`src/rtl/stepper_pkg.sv`:
```
// Shared types and constants for the stepper move scheduler: FSM states,
// direction codes, half-step coil table and the queued command format.
package stepper_pkg;
  typedef enum logic [1:0] {ST_IDLE, ST_LOAD, ST_STEP, ST_DWELL} state_e;

  localparam logic [1:0] DIR_HOLD = 2'b00;
  localparam logic [1:0] DIR_FWD  = 2'b01;
  localparam logic [1:0] DIR_REV  = 2'b10;
  localparam logic [1:0] DIR_HALF = 2'b11;

  // Index 0 is the rightmost element: {A,B,C,D} half-step sequence.
  localparam logic [7:0][3:0] PHASE_TBL = {
    4'b1001, 4'b0001, 4'b0011, 4'b0010,
    4'b0110, 4'b0100, 4'b1100, 4'b1000
  };

  typedef struct packed {
    logic [1:0] dir;
    logic [1:0] dur;
  } cmd_t;
endpackage

```
`src/rtl/stepper_move_scheduler_fifo.sv`:
```
// Small first-word-fall-through command FIFO; flush empties it and wins over
// a same-cycle push or pop.
module stepper_cmd_fifo
  import stepper_pkg::*;
#(
  parameter  int DEPTH = 4,
  localparam int AW    = $clog2(DEPTH)
) (
  input  logic        clk,
  input  logic        reset_n,
  input  logic        i_push,
  input  cmd_t        i_din,
  input  logic        i_pop,
  input  logic        i_flush,
  output cmd_t        o_dout,
  output logic        o_full,
  output logic        o_empty,
  output logic [AW:0] o_count
);
  cmd_t          r_mem [DEPTH];
  logic [AW-1:0] r_wptr, r_rptr;
  logic [AW:0]   r_count;
  logic          w_do_push, w_do_pop;

  assign o_full    = (r_count == (AW+1)'(DEPTH));
  assign o_empty   = (r_count == '0);
  assign o_count   = r_count;
  assign o_dout    = r_mem[r_rptr];
  assign w_do_push = i_push && !o_full && !i_flush;
  assign w_do_pop  = i_pop && !o_empty && !i_flush;

  always_ff @(posedge clk or negedge reset_n) begin
    if (!reset_n) begin
      r_wptr  <= '0;
      r_rptr  <= '0;
      r_count <= '0;
    end else if (i_flush) begin
      r_wptr  <= '0;
      r_rptr  <= '0;
      r_count <= '0;
    end else begin
      if (w_do_push) r_wptr <= r_wptr + 1'b1;
      if (w_do_pop)  r_rptr <= r_rptr + 1'b1;
      case ({w_do_push, w_do_pop})
        2'b10:   r_count <= r_count + 1'b1;
        2'b01:   r_count <= r_count - 1'b1;
        default: ;
      endcase
    end
  end

  // Storage needs no reset: occupancy alone decides what is valid.
  always_ff @(posedge clk) begin
    if (w_do_push) r_mem[r_wptr] <= i_din;
  end
endmodule

```
`src/rtl/stepper_move_scheduler.sv`:
```
// Pulls moves from the command FIFO, paces steps with a clock divider, walks
// the half-step coil table and dwells with coils held between moves.
module stepper_move_scheduler
  import stepper_pkg::*;
#(
  parameter int CLK_DIV    = 100000,
  parameter int STEPS_UNIT = 512,
  parameter int DWELL      = 4,
  parameter int FIFO_DEPTH = 4
) (
  input  logic                          clk,
  input  logic                          reset_n,
  input  logic                          cmd_valid,
  output logic                          cmd_ready,
  input  logic [1:0]                    cmd_dir,
  input  logic [1:0]                    cmd_dur,
  input  logic                          enable,
  input  logic                          flush,
  output logic [3:0]                    phases,
  output logic                          busy,
  output logic                          move_done,
  output logic [$clog2(FIFO_DEPTH):0]   fifo_count
);
  localparam int DIVW = $clog2(CLK_DIV);
  localparam int SW   = $clog2(4*STEPS_UNIT+1);
  localparam int DWW  = $clog2(DWELL*CLK_DIV);
  localparam logic [DIVW-1:0] DIV_LAST   = DIVW'(CLK_DIV-1);
  localparam logic [DWW-1:0]  DWELL_LAST = DWW'(DWELL*CLK_DIV-1);

  state_e          r_state, w_next;
  logic [2:0]      r_idx, w_load_idx, w_delta;
  logic [SW-1:0]   r_steps;
  logic [DIVW-1:0] r_div;
  logic [DWW-1:0]  r_dwell;
  logic [1:0]      r_mode;
  logic            r_done;
  logic            w_edge, w_last_step, w_full, w_empty;
  cmd_t            w_head, w_din;

  assign w_din = '{dir: cmd_dir, dur: cmd_dur};

  stepper_cmd_fifo #(.DEPTH(FIFO_DEPTH)) u_fifo (
    .clk     (clk),
    .reset_n (reset_n),
    .i_push  (cmd_valid),
    .i_din   (w_din),
    .i_pop   (r_state == ST_LOAD),
    .i_flush (flush),
    .o_dout  (w_head),
    .o_full  (w_full),
    .o_empty (w_empty),
    .o_count (fifo_count)
  );

  // Full-step moves must start on a two-coil (odd) table entry.
  assign w_load_idx  = ((w_head.dir == DIR_FWD || w_head.dir == DIR_REV) && !r_idx[0])
                       ? r_idx + 3'd1 : r_idx;
  assign w_edge      = (r_state == ST_STEP) && enable && (r_div == '0);
  assign w_last_step = (r_steps == SW'(1));

  always_comb begin
    w_delta = 3'd0;
    case (r_mode)
      DIR_FWD:  w_delta = 3'd2;
      DIR_REV:  w_delta = 3'd6;
      DIR_HALF: w_delta = 3'd1;
      default:  w_delta = 3'd0;
    endcase
  end

  always_ff @(posedge clk or negedge reset_n) begin
    if (!reset_n) r_state <= ST_IDLE;
    else          r_state <= w_next;
  end

  always_comb begin
    w_next = r_state;
    phases = PHASE_TBL[r_idx];
    unique case (r_state)
      ST_IDLE: begin
        phases = 4'b0000;
        if (enable && !w_empty) w_next = ST_LOAD;
      end
      ST_LOAD: begin
        phases = PHASE_TBL[w_load_idx];
        w_next = ST_STEP;
      end
      ST_STEP:  if (w_edge && w_last_step) w_next = ST_DWELL;
      ST_DWELL: if (enable && r_dwell == '0) w_next = ST_IDLE;
      default:  w_next = ST_IDLE;
    endcase
    if (flush) w_next = ST_IDLE;
  end

  always_ff @(posedge clk or negedge reset_n) begin
    if (!reset_n) begin
      r_idx   <= 3'd1;
      r_steps <= '0;
      r_div   <= '0;
      r_dwell <= '0;
      r_mode  <= DIR_HOLD;
      r_done  <= 1'b0;
    end else begin
      r_done <= !flush && w_edge && w_last_step;
      if (!flush) begin
        unique case (r_state)
          ST_LOAD: begin
            r_idx   <= w_load_idx;
            r_mode  <= w_head.dir;
            r_steps <= SW'((int'(w_head.dur) + 1) * STEPS_UNIT);
            r_div   <= DIV_LAST;
          end
          ST_STEP: if (enable) begin
            if (r_div == '0) begin
              r_idx   <= r_idx + w_delta;
              r_steps <= r_steps - 1'b1;
              r_div   <= DIV_LAST;
              if (w_last_step) r_dwell <= DWELL_LAST;
            end else begin
              r_div <= r_div - 1'b1;
            end
          end
          ST_DWELL: if (enable && r_dwell != '0) r_dwell <= r_dwell - 1'b1;
          default: ;
        endcase
      end
    end
  end

  assign busy      = (r_state != ST_IDLE);
  assign move_done = r_done;
  assign cmd_ready = !w_full;
endmodule

```
`config.mk`:
```
export PLATFORM = sky130hd
export DESIGN_NAME = stepper_move_scheduler
export DESIGN_NICKNAME = d
export VERILOG_FILES = /design/src/rtl/stepper_pkg.sv /design/src/rtl/stepper_move_scheduler_fifo.sv /design/src/rtl/stepper_move_scheduler.sv
export SDC_FILE = /design/constraint.sdc
export NUM_CORES = 1
export LEC_CHECK = 0
export CAP_MARGIN = 25
export CORE_UTILIZATION = 25
export CTS_CLUSTER_DIAMETER = 30
export DETAILED_ROUTE_END_ITERATION = 16
export GPL_TIMING_DRIVEN = 0
export PLACE_DENSITY_LB_ADDON = 0.25
export REMOVE_ABC_BUFFERS = 1
export SETUP_SLACK_MARGIN = 0.05
export SYNTH_ARGS = -nofsm -noshare
export SYNTH_HDL_FRONTEND = slang
export SYNTH_HIERARCHICAL = 1
export SYNTH_SLANG_ARGS = --single-unit
export TNS_END_PERCENT = 1
```
`constraint.sdc`:
```
create_clock -name clk -period 7.4 [get_ports clk]
set_clock_uncertainty 0.15 [all_clocks]
set_input_delay 0.74 -clock clk [delete_from_list [all_inputs] [get_ports clk]]
set_output_delay 0.74 -clock clk [all_outputs]
set_load 0.05 [all_outputs]
```
==> run_results.csv <==
group,metric,value,unit
cts,cts_hold_buf,0,
cts,htreeDepth,3,
floorplan,start_util,0.258,
cts,cts_buffers,9,
route,vias,3862,
synthesis,synth_cell_type_count,75,
floorplan,dieArea,20100,sq um
floorplan,io_pins,19,
sta,slew_headroom,0.323,
global_route,antenna_found_initial,0,
placement,dp_hpwl,7.99,mm
route,drt_pass1_iterations,4,
global_route,grt_pass1_wl,19.8,mm
critical_path,critPathMaxFanout,6,
power,vdd_drop_max,0.156,mV
cts,postCtsSetupBuffers,0,
synthesis,synth_seq_cells,79,
cts,cts.sinks,79,
synthesis,synth_area_per_cell,9.98,sq um
floorplan,die_w,142,microns
global_route,grt_max_degree,64,
route,antenna_left,0,
critical_path,r2r_slack,4.27,ns
sta,fmax,236,MHz
sta,rsz0062_at_grt,"no",
power,pwr-share-comb,0.397,
placement,gp_congestion,0.815,
global_route,grt_overflow,0,
global_route,grtUsageTotal,0.124,
synthesis,netlist_area,4880,sq um
synthesis,synth_area_leaders,"dfrtp_1, edfxtp_1, ha_1",
run,cap_violations,0,
power,p_per_area,298,nW/um^2
final_layout,antenna_cells,0,
global_route,grt_pass1_vias,3925,
power,clkPwrFrac,0.244,
cts,clk_latency,0.34,ns
route,drc,0,
synthesis,synthCells,489,
cts,cts_tree,"yes",
cts,clockBufferDepth,2,
final_layout,utilization,0.295,
power,p_leak,0.00211,uW
critical_path,end_kind,"output port",
sta,fin_crit,4.24,ns
synthesis,ys_seq_area_frac,0.422,
placement,port_buffers,18,
cts,cts_resized,0,
sta,final.setup.tns,0,ns
sta,finalMaxSlewViolations,0,
cts,clk_pin_slew,0.06,ns
power,p_sw_frac,0.407,
synthesis,ys_async_sr_fraction,0.797,
synthesis,synth_top_cell_by_area,"dfrtp_1",
placement,post_dp_cell_area,5300,sq um
synthesis,synth_top_area_share,0.318,
route,viasPerCell,5.05,
sta,whs,0.362,ns
route,drt_iter0_drc,256,
final_layout,syn_to_final_growth,14.2,%
power,pwr-share-seq,0.359,
floorplan,rows,50,
hold_path,hold_class,"in2async",
outcome,status,"completed",
floorplan,core_area,18900,sq um
sta,period_share,0.573,
floorplan,die_h,142,microns
synthesis,ys.flop_type,"dfrtp_1",
critical_path,required,6.51,ns
route,wl_per_cell,15.0,microns
final_layout,drive_above_1_share,0.103,
synthesis,synth_edf_count,16,
critical_path,arrival,3.35,ns
synthesis,ys_warn_count,6,
route,postRouteWirelength,11.5,mm
final_layout,nNetsFinal,530,
sta,hold_viol,0,
power,p_switching,678,uW
critical_path,critPathKind,"reg2out",
cts,cts-root-buf,"clkbuf_16",
sta,tightest_slew,1.01,ns
power,intPower,985,uW
sta,setup_viol,0,
final_layout,nFillCells,2011,
critical_path,critPathLaunchType,"register",
final_layout,fin_area,5570,sq um
-- placed cells by master (no fill, tap or decap), drive strengths merged, types with 9 or more instances in the layout --
cell type / count
nor3: 11
or4: 20
a21oi: 17
edfxtp: 16
nand2: 40
xnor2: 9
inv: 27
dfrtp: 62
ha: 19
nor2: 36
o31ai: 19
nand2b: 10
o21ai: 11
nor2b: 9
xor2: 11
clkdlybuf4s50: 17
nor4: 16
clkbuf: 9
-- cell usage after synthesis (8+ instances only) --
cell type,count
nor2_1,36
or4_1,18
ha_1,19
o21ai_0,9
nor3_1,10
xor2_1,11
xnor2_1,9
o31ai_1,19
nor4_1,12
mux2i_1,8
dfrtp_1,62
buf_2,9
nand2b_1,9
nand2_1,40
nand3b_1,8
clkbuf_1,9
nand4_1,8
a21oi_1,16
edfxtp_1,16
inv_1,27
nor2b_1,9
-- layout make-up --
type                            count  area, sq um  share of cell area
Tap cell                          260          325              0.0584
Clock buffer                        9          225              0.0404
Inverter                           28          105              0.0189
Timing Repair Buffer               21          205              0.0368
Sequential cell                    79         2060               0.369
Multi-Input combinational cell    361         2610               0.469
Clock inverter                      7         40.0             0.00718
-- worst paths after layout --
| kind | depth (start not counted) | end | startpoint |
|---|---|---|---|
| worst max-delay path | 7 | phases[0] | u_fifo/r_rptr[0] |
| worst min-delay path | 1 | u_fifo/r_wptr[1] | reset_n |
| worst max register to register | 6 | r_steps[2] | r_state[0] |
| worst min register to register | 2 | r_dwell[11] | r_dwell[11] |
| max in group asynchronous | 1 | r_div[10] | reset_n |
| min in group clk | 2 | r_dwell[11] | r_dwell[11] |
-- logic make-up (layout without fill, tap and decap cells) --
family,Yosys count,after routing,share of synthesized area
flip-flops,79,79,0.422
AO/OA/AOI/OAI,108,108,0.162
buffers and inverters,49,65,0.0426
multiplexers,16,16,0.0441
adder cells (fa/ha/maj),21,21,0.0569
AND/OR/NAND/NOR,196,196,0.237
XOR/XNOR,20,20,0.0359
-- metrics by stage --
stage	total power, uW	cells	setup WS (ns)
after floorplan	1060	468	3.74
after global placement	1230	746	3.11
after detailed placement	1260	748	3.46
after CTS	1680	764	3.07
after global routing	1790	765	2.79
final	1660	765	3.16
-- per-layer routing --
metal	wire length (microns)	global-route usage	share of wire
met5	0	0	0
met4	86	0.0407	0.0075
met3	415	0.0327	0.036
met2	5520	0.201	0.48
met1	5450	0.160	0.47
-- power groups by stage --
stage | combinational (uW) | sequential (uW) | clock (uW)
final | 661 | 596 | 406
after global routing | 743 | 609 | 436
after CTS | 665 | 596 | 423
after detailed placement | 660 | 603 | 0
after global placement | 637 | 598 | 0
after floorplan | 466 | 594 | 0
-- critical path, cell delays in order (launching register included) --
cell and delay [ns]:
dfrtp_1 0.55, mux4_2 0.62, xor2_1 0.30, nand3_1 0.13, xnor2_1 0.26, inv_1 0.07
o21ai_0 0.23, clkdlybuf4s50_1 0.85
-- state kept, by name (all words and copies together) (netlist names) --
name and count:
r_div 17, u_fifo/r_rptr 2, r_mode 2, u_fifo/r_wptr 2, r_steps 12, r_idx 3
u_fifo/r_mem 16, r_dwell 19, r_state 2, u_fifo/o_count 3, move_done 1
Note: power is estimated with default switching activity, not from simulation.
